<file path="config.mk">
export PLATFORM = sky130hd
export DESIGN_NAME = vc_pop_arbiter_flat
export DESIGN_NICKNAME = d
export VERILOG_FILES = /design/src/rtl/vc_pop_arbiter_pkg.sv /design/src/rtl/vc_pop_arbiter_if.sv /design/src/rtl/vc_pop_arbiter_route_demux.sv /design/src/rtl/vc_pop_arbiter.sv /design/src/flat_wrapper.sv
export SDC_FILE = /design/constraint.sdc
export NUM_CORES = 1
export LEC_CHECK = 0
export CORE_AREA = 2 2 56 63
export CTS_BUF_LIST = sky130_fd_sc_hd__clkbuf_16
export DETAILED_ROUTE_END_ITERATION = 8
export DIE_AREA = 0 0 58 65
export SLEW_MARGIN = 10
export SYNTH_ARGS = -nofsm -noshare
export SYNTH_HDL_FRONTEND = slang
export SYNTH_SLANG_ARGS = --single-unit
</file>
<file path="constraint.sdc">
create_clock -name clk -period 1.4 [get_ports clk]
set_clock_uncertainty 0.05 [all_clocks]
set_input_delay 0.28 -clock clk [delete_from_list [all_inputs] [get_ports clk]]
set_output_delay 0.28 -clock clk [all_outputs]
set_load 0.02 [all_outputs]
</file>
<file path="src/rtl/vc_pop_arbiter_pkg.sv">
// Shared types and defaults for the VC pop arbiter: FSM state encoding and word geometry.
package vc_pop_arbiter_pkg;

    typedef enum logic [2:0] {
        RESET  = 3'd0,
        IDLE   = 3'd1,
        ACTIVE = 3'd2,
        PAUSE  = 3'd3,
        ERROR  = 3'd4
    } state_t;

    localparam int unsigned DATA_SIZE_DEF = 6;
    localparam int unsigned DEST_BIT_DEF  = 5;
    localparam int unsigned CNT_WIDTH_DEF = 8;

endpackage

</file>
<file path="src/rtl/vc_pop_arbiter_if.sv">
// Handshake/data bundle between the VC FIFO pair, the arbiter and the D0/D1 FIFOs.
interface vc_pop_arbiter_if #(
    parameter int unsigned DATA_SIZE = 6
);
    logic                 fifo_empty_vc0;
    logic                 fifo_empty_vc1;
    logic                 fifo_error_vc0;
    logic                 fifo_error_vc1;
    logic [DATA_SIZE-1:0] data_vc0;
    logic [DATA_SIZE-1:0] data_vc1;
    logic                 pause_d0;
    logic                 pause_d1;
    logic                 pop_vc0;
    logic                 pop_vc1;
    logic                 push_d0;
    logic                 push_d1;
    logic [DATA_SIZE-1:0] data_d0;
    logic [DATA_SIZE-1:0] data_d1;

    modport master (
        input  fifo_empty_vc0, fifo_empty_vc1, fifo_error_vc0, fifo_error_vc1,
        input  data_vc0, data_vc1, pause_d0, pause_d1,
        output pop_vc0, pop_vc1, push_d0, push_d1, data_d0, data_d1
    );

    modport slave (
        output fifo_empty_vc0, fifo_empty_vc1, fifo_error_vc0, fifo_error_vc1,
        output data_vc0, data_vc1, pause_d0, pause_d1,
        input  pop_vc0, pop_vc1, push_d0, push_d1, data_d0, data_d1
    );
endinterface

</file>
<file path="src/rtl/vc_pop_arbiter_route_demux.sv">
// Steers the word read one cycle after a pop to D0 or D1 by its destination bit.
module vc_route_demux #(
    parameter int unsigned DATA_SIZE = 6,
    parameter int unsigned DEST_BIT  = 5
) (
    input  logic                 sel_q,
    input  logic                 valid_q,
    input  logic [DATA_SIZE-1:0] data_vc0,
    input  logic [DATA_SIZE-1:0] data_vc1,
    output logic                 push_d0,
    output logic                 push_d1,
    output logic [DATA_SIZE-1:0] data_d0,
    output logic [DATA_SIZE-1:0] data_d1
);
    logic [DATA_SIZE-1:0] word;

    always_comb begin
        word    = sel_q ? data_vc1 : data_vc0;
        push_d0 = valid_q & ~word[DEST_BIT];
        push_d1 = valid_q &  word[DEST_BIT];
        data_d0 = push_d0 ? word : '0;
        data_d1 = push_d1 ? word : '0;
    end
endmodule

</file>
<file path="src/rtl/vc_pop_arbiter.sv">
// VC0/VC1 read-side arbiter: strict VC0 priority, pause/error aware, 1-cycle pop->push pipeline.
module vc_pop_arbiter
    import vc_pop_arbiter_pkg::*;
#(
    parameter int unsigned DATA_SIZE = DATA_SIZE_DEF,
    parameter int unsigned DEST_BIT  = DEST_BIT_DEF,
    parameter int unsigned CNT_WIDTH = CNT_WIDTH_DEF
) (
    input  logic                 clk,
    input  logic                 reset_L,
    vc_pop_arbiter_if.master     bus,
    output logic [2:0]           state_o,
    output logic                 error_o,
    output logic [CNT_WIDTH-1:0] xfer_count
);
    state_t state_q, state_d;
    logic   valid_q, sel_q;
    logic   pause, any_data, fifo_err, pop_ok;

    always_comb begin
        pause    = bus.pause_d0 | bus.pause_d1;
        any_data = ~bus.fifo_empty_vc0 | ~bus.fifo_empty_vc1;
        fifo_err = bus.fifo_error_vc0 | bus.fifo_error_vc1;
        pop_ok   = ((state_q == IDLE) || (state_q == ACTIVE) || (state_q == PAUSE)) & ~pause;
        bus.pop_vc0 = pop_ok & ~bus.fifo_empty_vc0;
        bus.pop_vc1 = pop_ok & bus.fifo_empty_vc0 & ~bus.fifo_empty_vc1;
    end

    always_comb begin
        state_d = state_q;
        if (state_q == RESET) begin
            state_d = IDLE;
        end else if (fifo_err) begin
            state_d = ERROR;
        end else begin
            unique case (state_q)
                IDLE: begin
                    if (any_data) state_d = pause ? PAUSE : ACTIVE;
                end
                ACTIVE: begin
                    if (pause)          state_d = PAUSE;
                    else if (!any_data) state_d = IDLE;
                end
                PAUSE: begin
                    if (!pause) state_d = any_data ? ACTIVE : IDLE;
                end
                default: state_d = state_q;
            endcase
        end
    end

    // Counter advances on push, so a word dropped by reset is never counted.
    always_ff @(posedge clk) begin
        if (!reset_L) begin
            state_q    <= RESET;
            valid_q    <= 1'b0;
            sel_q      <= 1'b0;
            xfer_count <= '0;
        end else begin
            state_q <= state_d;
            valid_q <= bus.pop_vc0 | bus.pop_vc1;
            sel_q   <= bus.pop_vc1;
            if (bus.push_d0 | bus.push_d1) xfer_count <= xfer_count + CNT_WIDTH'(1);
        end
    end

    vc_route_demux #(
        .DATA_SIZE (DATA_SIZE),
        .DEST_BIT  (DEST_BIT)
    ) u_demux (
        .sel_q    (sel_q),
        .valid_q  (valid_q),
        .data_vc0 (bus.data_vc0),
        .data_vc1 (bus.data_vc1),
        .push_d0  (bus.push_d0),
        .push_d1  (bus.push_d1),
        .data_d0  (bus.data_d0),
        .data_d1  (bus.data_d1)
    );

    assign state_o = state_q;
    assign error_o = (state_q == ERROR);
endmodule

</file>
<file path="src/flat_wrapper.sv">
// flat-port wrapper written by rule: the top's interface ports become plain ports
module vc_pop_arbiter_flat import vc_pop_arbiter_pkg::*;
#(
    parameter int unsigned DATA_SIZE = DATA_SIZE_DEF,
    parameter int unsigned DEST_BIT  = DEST_BIT_DEF,
    parameter int unsigned CNT_WIDTH = CNT_WIDTH_DEF
)
  (clk, reset_L, state_o, error_o, xfer_count, bus_fifo_empty_vc0, bus_fifo_empty_vc1, bus_fifo_error_vc0, bus_fifo_error_vc1, bus_data_vc0, bus_data_vc1, bus_pause_d0, bus_pause_d1, bus_pop_vc0, bus_pop_vc1, bus_push_d0, bus_push_d1, bus_data_d0, bus_data_d1);
  vc_pop_arbiter_if #(.DATA_SIZE(DATA_SIZE)) bus_i ();
  input  logic clk;
  input  logic reset_L;
  output logic [2:0] state_o;
  output logic error_o;
  output logic [CNT_WIDTH-1:0] xfer_count;
  input wire logic [$bits(bus_i.fifo_empty_vc0)-1:0] bus_fifo_empty_vc0;
  input wire logic [$bits(bus_i.fifo_empty_vc1)-1:0] bus_fifo_empty_vc1;
  input wire logic [$bits(bus_i.fifo_error_vc0)-1:0] bus_fifo_error_vc0;
  input wire logic [$bits(bus_i.fifo_error_vc1)-1:0] bus_fifo_error_vc1;
  input wire logic [$bits(bus_i.data_vc0)-1:0] bus_data_vc0;
  input wire logic [$bits(bus_i.data_vc1)-1:0] bus_data_vc1;
  input wire logic [$bits(bus_i.pause_d0)-1:0] bus_pause_d0;
  input wire logic [$bits(bus_i.pause_d1)-1:0] bus_pause_d1;
  output wire logic [$bits(bus_i.pop_vc0)-1:0] bus_pop_vc0;
  output wire logic [$bits(bus_i.pop_vc1)-1:0] bus_pop_vc1;
  output wire logic [$bits(bus_i.push_d0)-1:0] bus_push_d0;
  output wire logic [$bits(bus_i.push_d1)-1:0] bus_push_d1;
  output wire logic [$bits(bus_i.data_d0)-1:0] bus_data_d0;
  output wire logic [$bits(bus_i.data_d1)-1:0] bus_data_d1;
  assign bus_i.fifo_empty_vc0 = bus_fifo_empty_vc0;
  assign bus_i.fifo_empty_vc1 = bus_fifo_empty_vc1;
  assign bus_i.fifo_error_vc0 = bus_fifo_error_vc0;
  assign bus_i.fifo_error_vc1 = bus_fifo_error_vc1;
  assign bus_i.data_vc0 = bus_data_vc0;
  assign bus_i.data_vc1 = bus_data_vc1;
  assign bus_i.pause_d0 = bus_pause_d0;
  assign bus_i.pause_d1 = bus_pause_d1;
  assign bus_pop_vc0 = bus_i.pop_vc0;
  assign bus_pop_vc1 = bus_i.pop_vc1;
  assign bus_push_d0 = bus_i.push_d0;
  assign bus_push_d1 = bus_i.push_d1;
  assign bus_data_d0 = bus_i.data_d0;
  assign bus_data_d1 = bus_i.data_d1;
  vc_pop_arbiter #(.DATA_SIZE(DATA_SIZE), .DEST_BIT(DEST_BIT), .CNT_WIDTH(CNT_WIDTH)) u_core (.clk(clk), .reset_L(reset_L), .bus(bus_i), .state_o(state_o), .error_o(error_o), .xfer_count(xfer_count));
endmodule
</file>
==> flow_summary.json, run 1 <==
{
  "syn_to_final_growth_pct": 122,
  "grt_overflow": 0,
  "power_switching_uw": 280,
  "wl_met2_mm": 1.23,
  "fin_crit_sh_pct": 129,
  "antenna_found_initial": 0,
  "htree_levels": 1,
  "setup_violations": 16,
  "crit_slowest_cell": "dfxtp_4",
  "grt_pass1_wl_mm": 3.91,
  "arrival_ns": 1.47,
  "required_ns": 1.07,
  "p_int_uw": 910,
  "cts_buffers": 3,
  "start_kind": "flop",
  "ir_drop_mv": 0.689,
  "pwr-share-comb_pct": 22.1,
  "dieArea_um2": 3770,
  "avgRoutedWirePerCell_um": 11.7,
  "post_synth_xor_area_fraction_pct": 4.63,
  "cts_num_sinks": 13,
  "synth_seq_cells": 13,
  "netSwitchingFraction_pct": 23.5,
  "start_util_pct": 23.7,
  "core_um2": 3190,
  "dieWidth_um": 58,
  "final.fill_count": 284,
  "synth-edff-count": 0,
  "worstSetupPathType": "flop to output pin",
  "ys_types": 31,
  "yosysMostFrequentCell": "nor2_1",
  "met3_length_um": 112,
  "synthMuxAreaShare_pct": 9.26,
  "synth_common_cells": "nor2_1 (17), dfxtp_1 (13), mux2i_1 (7)",
  "drive_gt1_share_pct": 46.6,
  "hold_end": "u_core.xfer_count[7]",
  "worst_slack_ns": -0.400,
  "cp.depth": 4,
  "diodes": 0,
  "synth_adder_area_share_pct": 1.65,
  "drc": 0,
  "totalPowerFinal_uw": 1190,
  "hold_class": "flop to flop",
  "violations": "negative setup slack",
  "fmax_mhz": 556,
  "cpLargestDelayFamily": "simple AND/OR/NAND/NOR gates",
  "via_count": 881,
  "r2r_end": "u_core.xfer_count[6]",
  "ys_top_cells_by_area": "dfxtp_1 (34%), mux2i_1 (9.3%), nor2_1 (8.4%)",
  "p_seq_share_pct": 32.8,
  "period_needed_ns": 1.80,
  "rsz0062_at_grt": "true",
  "drtAntennaViolNets": 0,
  "r2r-start": "u_core.xfer_count[0]",
  "clock_path_buffers": 2,
  "synth_ff_type": "dfxtp_1",
  "gp_congestion": 0.733,
  "status": "finished with violations",
  "netlist_area_um2": 757,
  "drv_slew": 0,
  "synth.yosys.seq_area_share_pct": 34.4,
  "wl_met1_um": 972,
  "synth-compound-area-share_pct": 9.42,
  "multi_input_area_um2": 606,
  "p_per_area_nw_per_um2": 707,
  "fp-row-count": 22,
  "register_area_um2": 268,
  "reg2reg_depth": 4,
  "gr-usage-all-layers_pct": 13.3,
  "die_h_um": 65,
  "cap_violations": 0,
  "routed_wl_mm": 2.31,
  "dr.pass1.iters": 4,
  "vias_per_cell": 4.47,
  "cts-root-buf": "clkbuf_16",
  "dp_hpwl_mm": 1.70,
  "drtIter0Drc": 4,
  "io_buffers": 46,
  "r2r_slack_ns": 0.10,
  "final_nets": 183,
  "synth_top_area_cell": "dfxtp_1",
  "path_buf_inv": 1,
  "worstHoldStart": "u_core.xfer_count[7]",
  "path_max_fanout": 2,
  "endpoint_kind": "output pin",
  "slowest_delay_ns": 0.33,
  "top_layer": "met3",
  "synth_warnings": 0,
  "synth_cells": 92,
  "yosys.area_share.simple_pct": 35.0,
  "leakagePower_uw": 0.000741,
  "syn_avg_cell_area_um2": 8.23,
  "async_flop_share_pct": 0,
  "holdBufCountCts": 0,
  "clock_latency_ns": 0.24,
  "path_cells": "or3_4 > or2_4 > nor3b_4 > buf_6",
  "synthesis.nets": 113,
  "hold_viol": 0,
  "clk_pin_slew_ns": 0.05,
  "holdPathStages": 2,
  "synth_top_family_by_area": "simple AND/OR/NAND/NOR gates",
  "yosysTopAreaCellShare_pct": 34.4,
  "cts_tree": "built",
  "pwr-share-clk_pct": 45.1,
  "grt_max_degree": 9,
  "pin_count": 48,
  "post-place-ws_ns": -1.08,
  "grt_pass1_vias": 895
}
worst max-delay path by stage:
| stage | startpoint | to | slack (ns) |
|---|---|---|---|
| after floorplan | u_core.state_o[2] | bus_pop_vc1 | -0.15 |
| after global placement | bus_pause_d0 | bus_pop_vc1 | -1.04 |
| after detailed placement | bus_pause_d0 | bus_pop_vc1 | -1.08 |
| after CTS | u_core.state_o[2] | bus_pop_vc1 | -0.45 |
| after global routing | u_core.state_o[2] | bus_pop_vc1 | -0.45 |
| final | u_core.state_o[2] | bus_pop_vc1 | -0.40 |
metal layers:
layer	up-vias	GRT usage, %
li1	449	-
met1	411	15.8
met2	21	23.9
met3	0	3.19
met4	0	2.62
met5	-	0
flip-flops by register name, indices dropped and copies added (netlist names):
name,flops
u_core.xfer_count,8
u_core.state_o,3
u_core.sel_q,1
u_core.valid_q,1
placed cells by master (no fill, tap or decap), types with 3 or more instances in the layout:
cell type	n
or3_1	3
xnor2_1	3
nand3_1	4
and2_1	4
o21ai_0	5
buf_6	20
nand2_1	6
clkbuf_16	3
buf_4	18
dfxtp_2	3
mux2i_4	5
clkdlybuf4s50_1	15
dfxtp_1	9
nor2_4	7
nor2_2	4
dlygate4sd2_1	13
nor2_1	6
tightest hold or removal path: stages (launching register included):
cell,delay [ns]
dfxtp_1,0.31
o21ai_0,0.06
a21boi_1,0.06
kinds of logic after synthesis:
group | Yosys count
and+or+nand+nor | 47
DFF | 13
AOI/OAI and AO/OA | 12
muxes | 7
buffers and inverters | 7
xor gates and xnor gates | 4
adders and majority gates | 1
other | 1
stage by stage:
step | TNS [ns] | area [µm²] | hold WS (ns) | instances | utilization [%]
after global placement | -11.59 | 1410 | 0.427 | 187 | 44.1
after detailed placement | -12.02 | 1410 | 0.448 | 187 | 44.1
after floorplan | -0.366 | 802 | 0.384 | 92 | -
after CTS | -3.39 | 1610 | 0.452 | 197 | 50.5
final | -3.76 | 1680 | 0.435 | 197 | 52.7
after global routing | -4.67 | 1680 | 0.484 | 197 | 52.7
final cells by class:
cell class / instances / area share, %
Inverter: 2 / 0.594
Sequential cell: 13 / 15.9
Tap cell: 36 / 2.67
Multi-Input combinational cell: 72 / 36.0
Timing Repair Buffer: 70 / 40.1
Clock buffer: 3 / 4.46
Clock inverter: 1 / 0.297
power groups by stage:
stage / Sequential (µW) / Clock [µW] / Combinational, µW
2_1_floorplan: 414 / 0 / 84.4
3_3_place_gp: 398 / 0 / 239
3_5_place_dp: 398 / 0 / 240
4_1_cts: 391 / 549 / 254
5_1_grt: 391 / 579 / 282
6_report: 391 / 537 / 263
repair_timing:
item / 4_1_cts / 5_1_grt
resized for setup: 125 / 24
pin swaps: 4 / 7
buffers inserted: 6 / 1
setup endpoints to repair: 28 / 20
endpoints found under the hold margin: 0 / 0
(Power assumes the default switching activity.)
==> run 2, diff against run 1 <==
--- a/config.mk
+++ b/config.mk
@@ -5,10 +5,10 @@
 export SDC_FILE = /design/constraint.sdc
 export NUM_CORES = 1
 export LEC_CHECK = 0
-export CORE_AREA = 2 2 56 63
-export CTS_BUF_LIST = sky130_fd_sc_hd__clkbuf_16
+export CORE_AREA = 2 2 50 57
 export DETAILED_ROUTE_END_ITERATION = 8
-export DIE_AREA = 0 0 58 65
+export DIE_AREA = 0 0 52 59
+export PLACE_DENSITY = 0.71
 export SLEW_MARGIN = 10
 export SYNTH_ARGS = -nofsm -noshare
 export SYNTH_HDL_FRONTEND = slang
==> run 2 against run 1 <==
Compared with the run above:
- combinational power is essentially flat
- utilization grew 14 points
- critical path depth is the same
- setup slack lost 0.039 ns
- the flow still finishes with violations (negative setup slack)
- global-route usage grew 3.9 points
- register-to-register slack lost 0.02 ns
- first-iteration DRC count grew to 3.0 times the previous value
==> flow_summary.json, run 2 (synthesized netlist as in run 1, its figures left out) <==
{
  "required_ns": 1.07,
  "path_max_fanout": 2,
  "drc": 0,
  "grt_max_degree": 9,
  "start_kind": "flop",
  "fmax_mhz": 544,
  "path_buf_inv": 1,
  "period_needed_ns": 1.84,
  "routed_wl_mm": 2.44,
  "netSwitchingFraction_pct": 28.2,
  "final_nets": 185,
  "p_int_uw": 641,
  "path_cells": "or3_4 > or2_4 > nor3b_4 > buf_6",
  "cpLargestDelayFamily": "simple AND/OR/NAND/NOR gates",
  "pwr-share-clk_pct": 26.8,
  "drtIter0Drc": 12,
  "cts_num_sinks": 13,
  "top_register": "u_core.xfer_count",
  "hold_class": "flop to flop",
  "diodes": 0,
  "crit_start": "u_core.state_o[2]",
  "drv_slew": 0,
  "r2r-start": "u_core.xfer_count[0]",
  "syn_to_final_growth_pct": 116,
  "gr-usage-all-layers_pct": 17.2,
  "dp_hpwl_mm": 1.68,
  "final_cell_mix": "buf_6 (23), buf_4 (17), clkdlybuf4s50_1 (15), dlygate4sd2_1 (12), dfxtp_1 (8)",
  "via_count": 913,
  "gp_congestion": 0.750,
  "drive_gt1_share_pct": 48.5,
  "worstHoldStart": "u_core.xfer_count[7]",
  "setup_violations": 16,
  "worst_slack_ns": -0.439,
  "status": "finished with violations",
  "grt_pass1_vias": 879,
  "vias_per_cell": 4.71,
  "top_layer": "met4",
  "largest_register_ffs": 8,
  "wl_met2_mm": 1.31,
  "avgRoutedWirePerCell_um": 12.6,
  "grt_pass1_wl_mm": 3.86,
  "cap_violations": 0,
  "cts-root-buf": "clkbuf_4",
  "hold_viol": 0,
  "fin_crit_sh_pct": 131,
  "whs_ns": 0.467,
  "slowest_delay_ns": 0.34,
  "die_h_um": 59,
  "arrival_ns": 1.51,
  "io_buffers": 46,
  "pin_count": 48,
  "clock_latency_ns": 0.28,
  "cts_tree": "built",
  "worstSetupPathType": "flop to output pin",
  "cts_buffers": 3,
  "drtAntennaViolNets": 0,
  "met3_length_um": 239,
  "start_util_pct": 30.9,
  "antenna_found_initial": 0,
  "clk_pin_slew_ns": 0.08,
  "wl_met1_um": 849,
  "crit_slowest_cell": "dfxtp_4",
  "post-place-ws_ns": -1.06,
  "final_util_pct": 66.6,
  "violations": "negative setup slack",
  "endpoint_kind": "output pin",
  "leakagePower_uw": 0.000727,
  "htree_levels": 1,
  "p_seq_share_pct": 43.7,
  "ir_drop_mv": 0.482,
  "pwr-share-comb_pct": 29.5,
  "dieArea_um2": 3070,
  "rsz0062_at_grt": "true",
  "dieWidth_um": 52,
  "dr.pass1.iters": 4,
  "setup_tns_ns": -4.79,
  "design_area_um2": 1630,
  "clock_path_buffers": 2,
  "fp-row-count": 19,
  "core_um2": 2450,
  "layout_commonest_cell": "buf_6",
  "power_switching_uw": 252,
  "p_per_area_nw_per_um2": 547,
  "holdBufCountCts": 0,
  "grt_overflow": 0,
  "place_area_um2": 1400
}
## run 2: layer usage
layer | global-route usage, % | vias up
met1 | 18.6 | 412
met3 | 4.80 | 4
met5 | 0 | -
met2 | 30.0 | 41
met4 | 9.02 | 0
li1 | - | 456
## run 2: path summary, 6_finish.rpt
path / end / slack (ns) / cells past startpoint
worst max-delay path: bus_pop_vc1 / -0.44 / 4
worst min-delay path: u_core.xfer_count[7] / 0.47 / 2
worst max register to register: u_core.xfer_count[6] / 0.08 / 4
worst min register to register: u_core.xfer_count[7] / 0.47 / 2
## run 2: power groups by stage
stage / combinational (µW) / clock [µW] / sequential [µW]
3_3_place_gp: 237 / 0 / 397
3_5_place_dp: 239 / 0 / 397
2_1_floorplan: 84.4 / 0 / 414
6_report: 264 / 239 / 390
5_1_grt: 285 / 256 / 391
4_1_cts: 247 / 248 / 389
## run 2: worst min-delay path: cells and delay by family (launching register included)
kind               cells  cell delay (ns)
AOI/OAI and AO/OA      2             0.15
DFF                    1             0.32
## run 2: metrics by stage
stage	power, µW	cells
2_1_floorplan	498	92
5_1_grt	932	194
3_3_place_gp	633	181
6_report	893	194
4_1_cts	884	192
3_5_place_dp	636	181
## run 2: layout make-up
class,instances,area (µm²)
multi-input combinational,72,601
timing repair buffer,72,687
clock buffer,4,26.3
fill,215,817
tap,31,38.8
sequential,13,269
inverter,2,10.0
## run 2: repair_timing
| action | 4_1_cts | 5_1_grt |
|---|---|---|
| gates resized for setup | 111 | 40 |
| pin swaps | 5 | 6 |
| setup endpoints to repair | 27 | 19 |
| buffers inserted | 7 | 2 |
==> run 3, diff against run 2 <==
--- a/config.mk
+++ b/config.mk
@@ -6,6 +6,7 @@
 export NUM_CORES = 1
 export LEC_CHECK = 0
 export CORE_AREA = 2 2 50 57
+export CTS_CLUSTER_SIZE = 20
 export DETAILED_ROUTE_END_ITERATION = 8
 export DIE_AREA = 0 0 52 59
 export PLACE_DENSITY = 0.71
==> results of run 3 <==
Same layout as run 2: the final DEF is identical, and so are final timing and power.
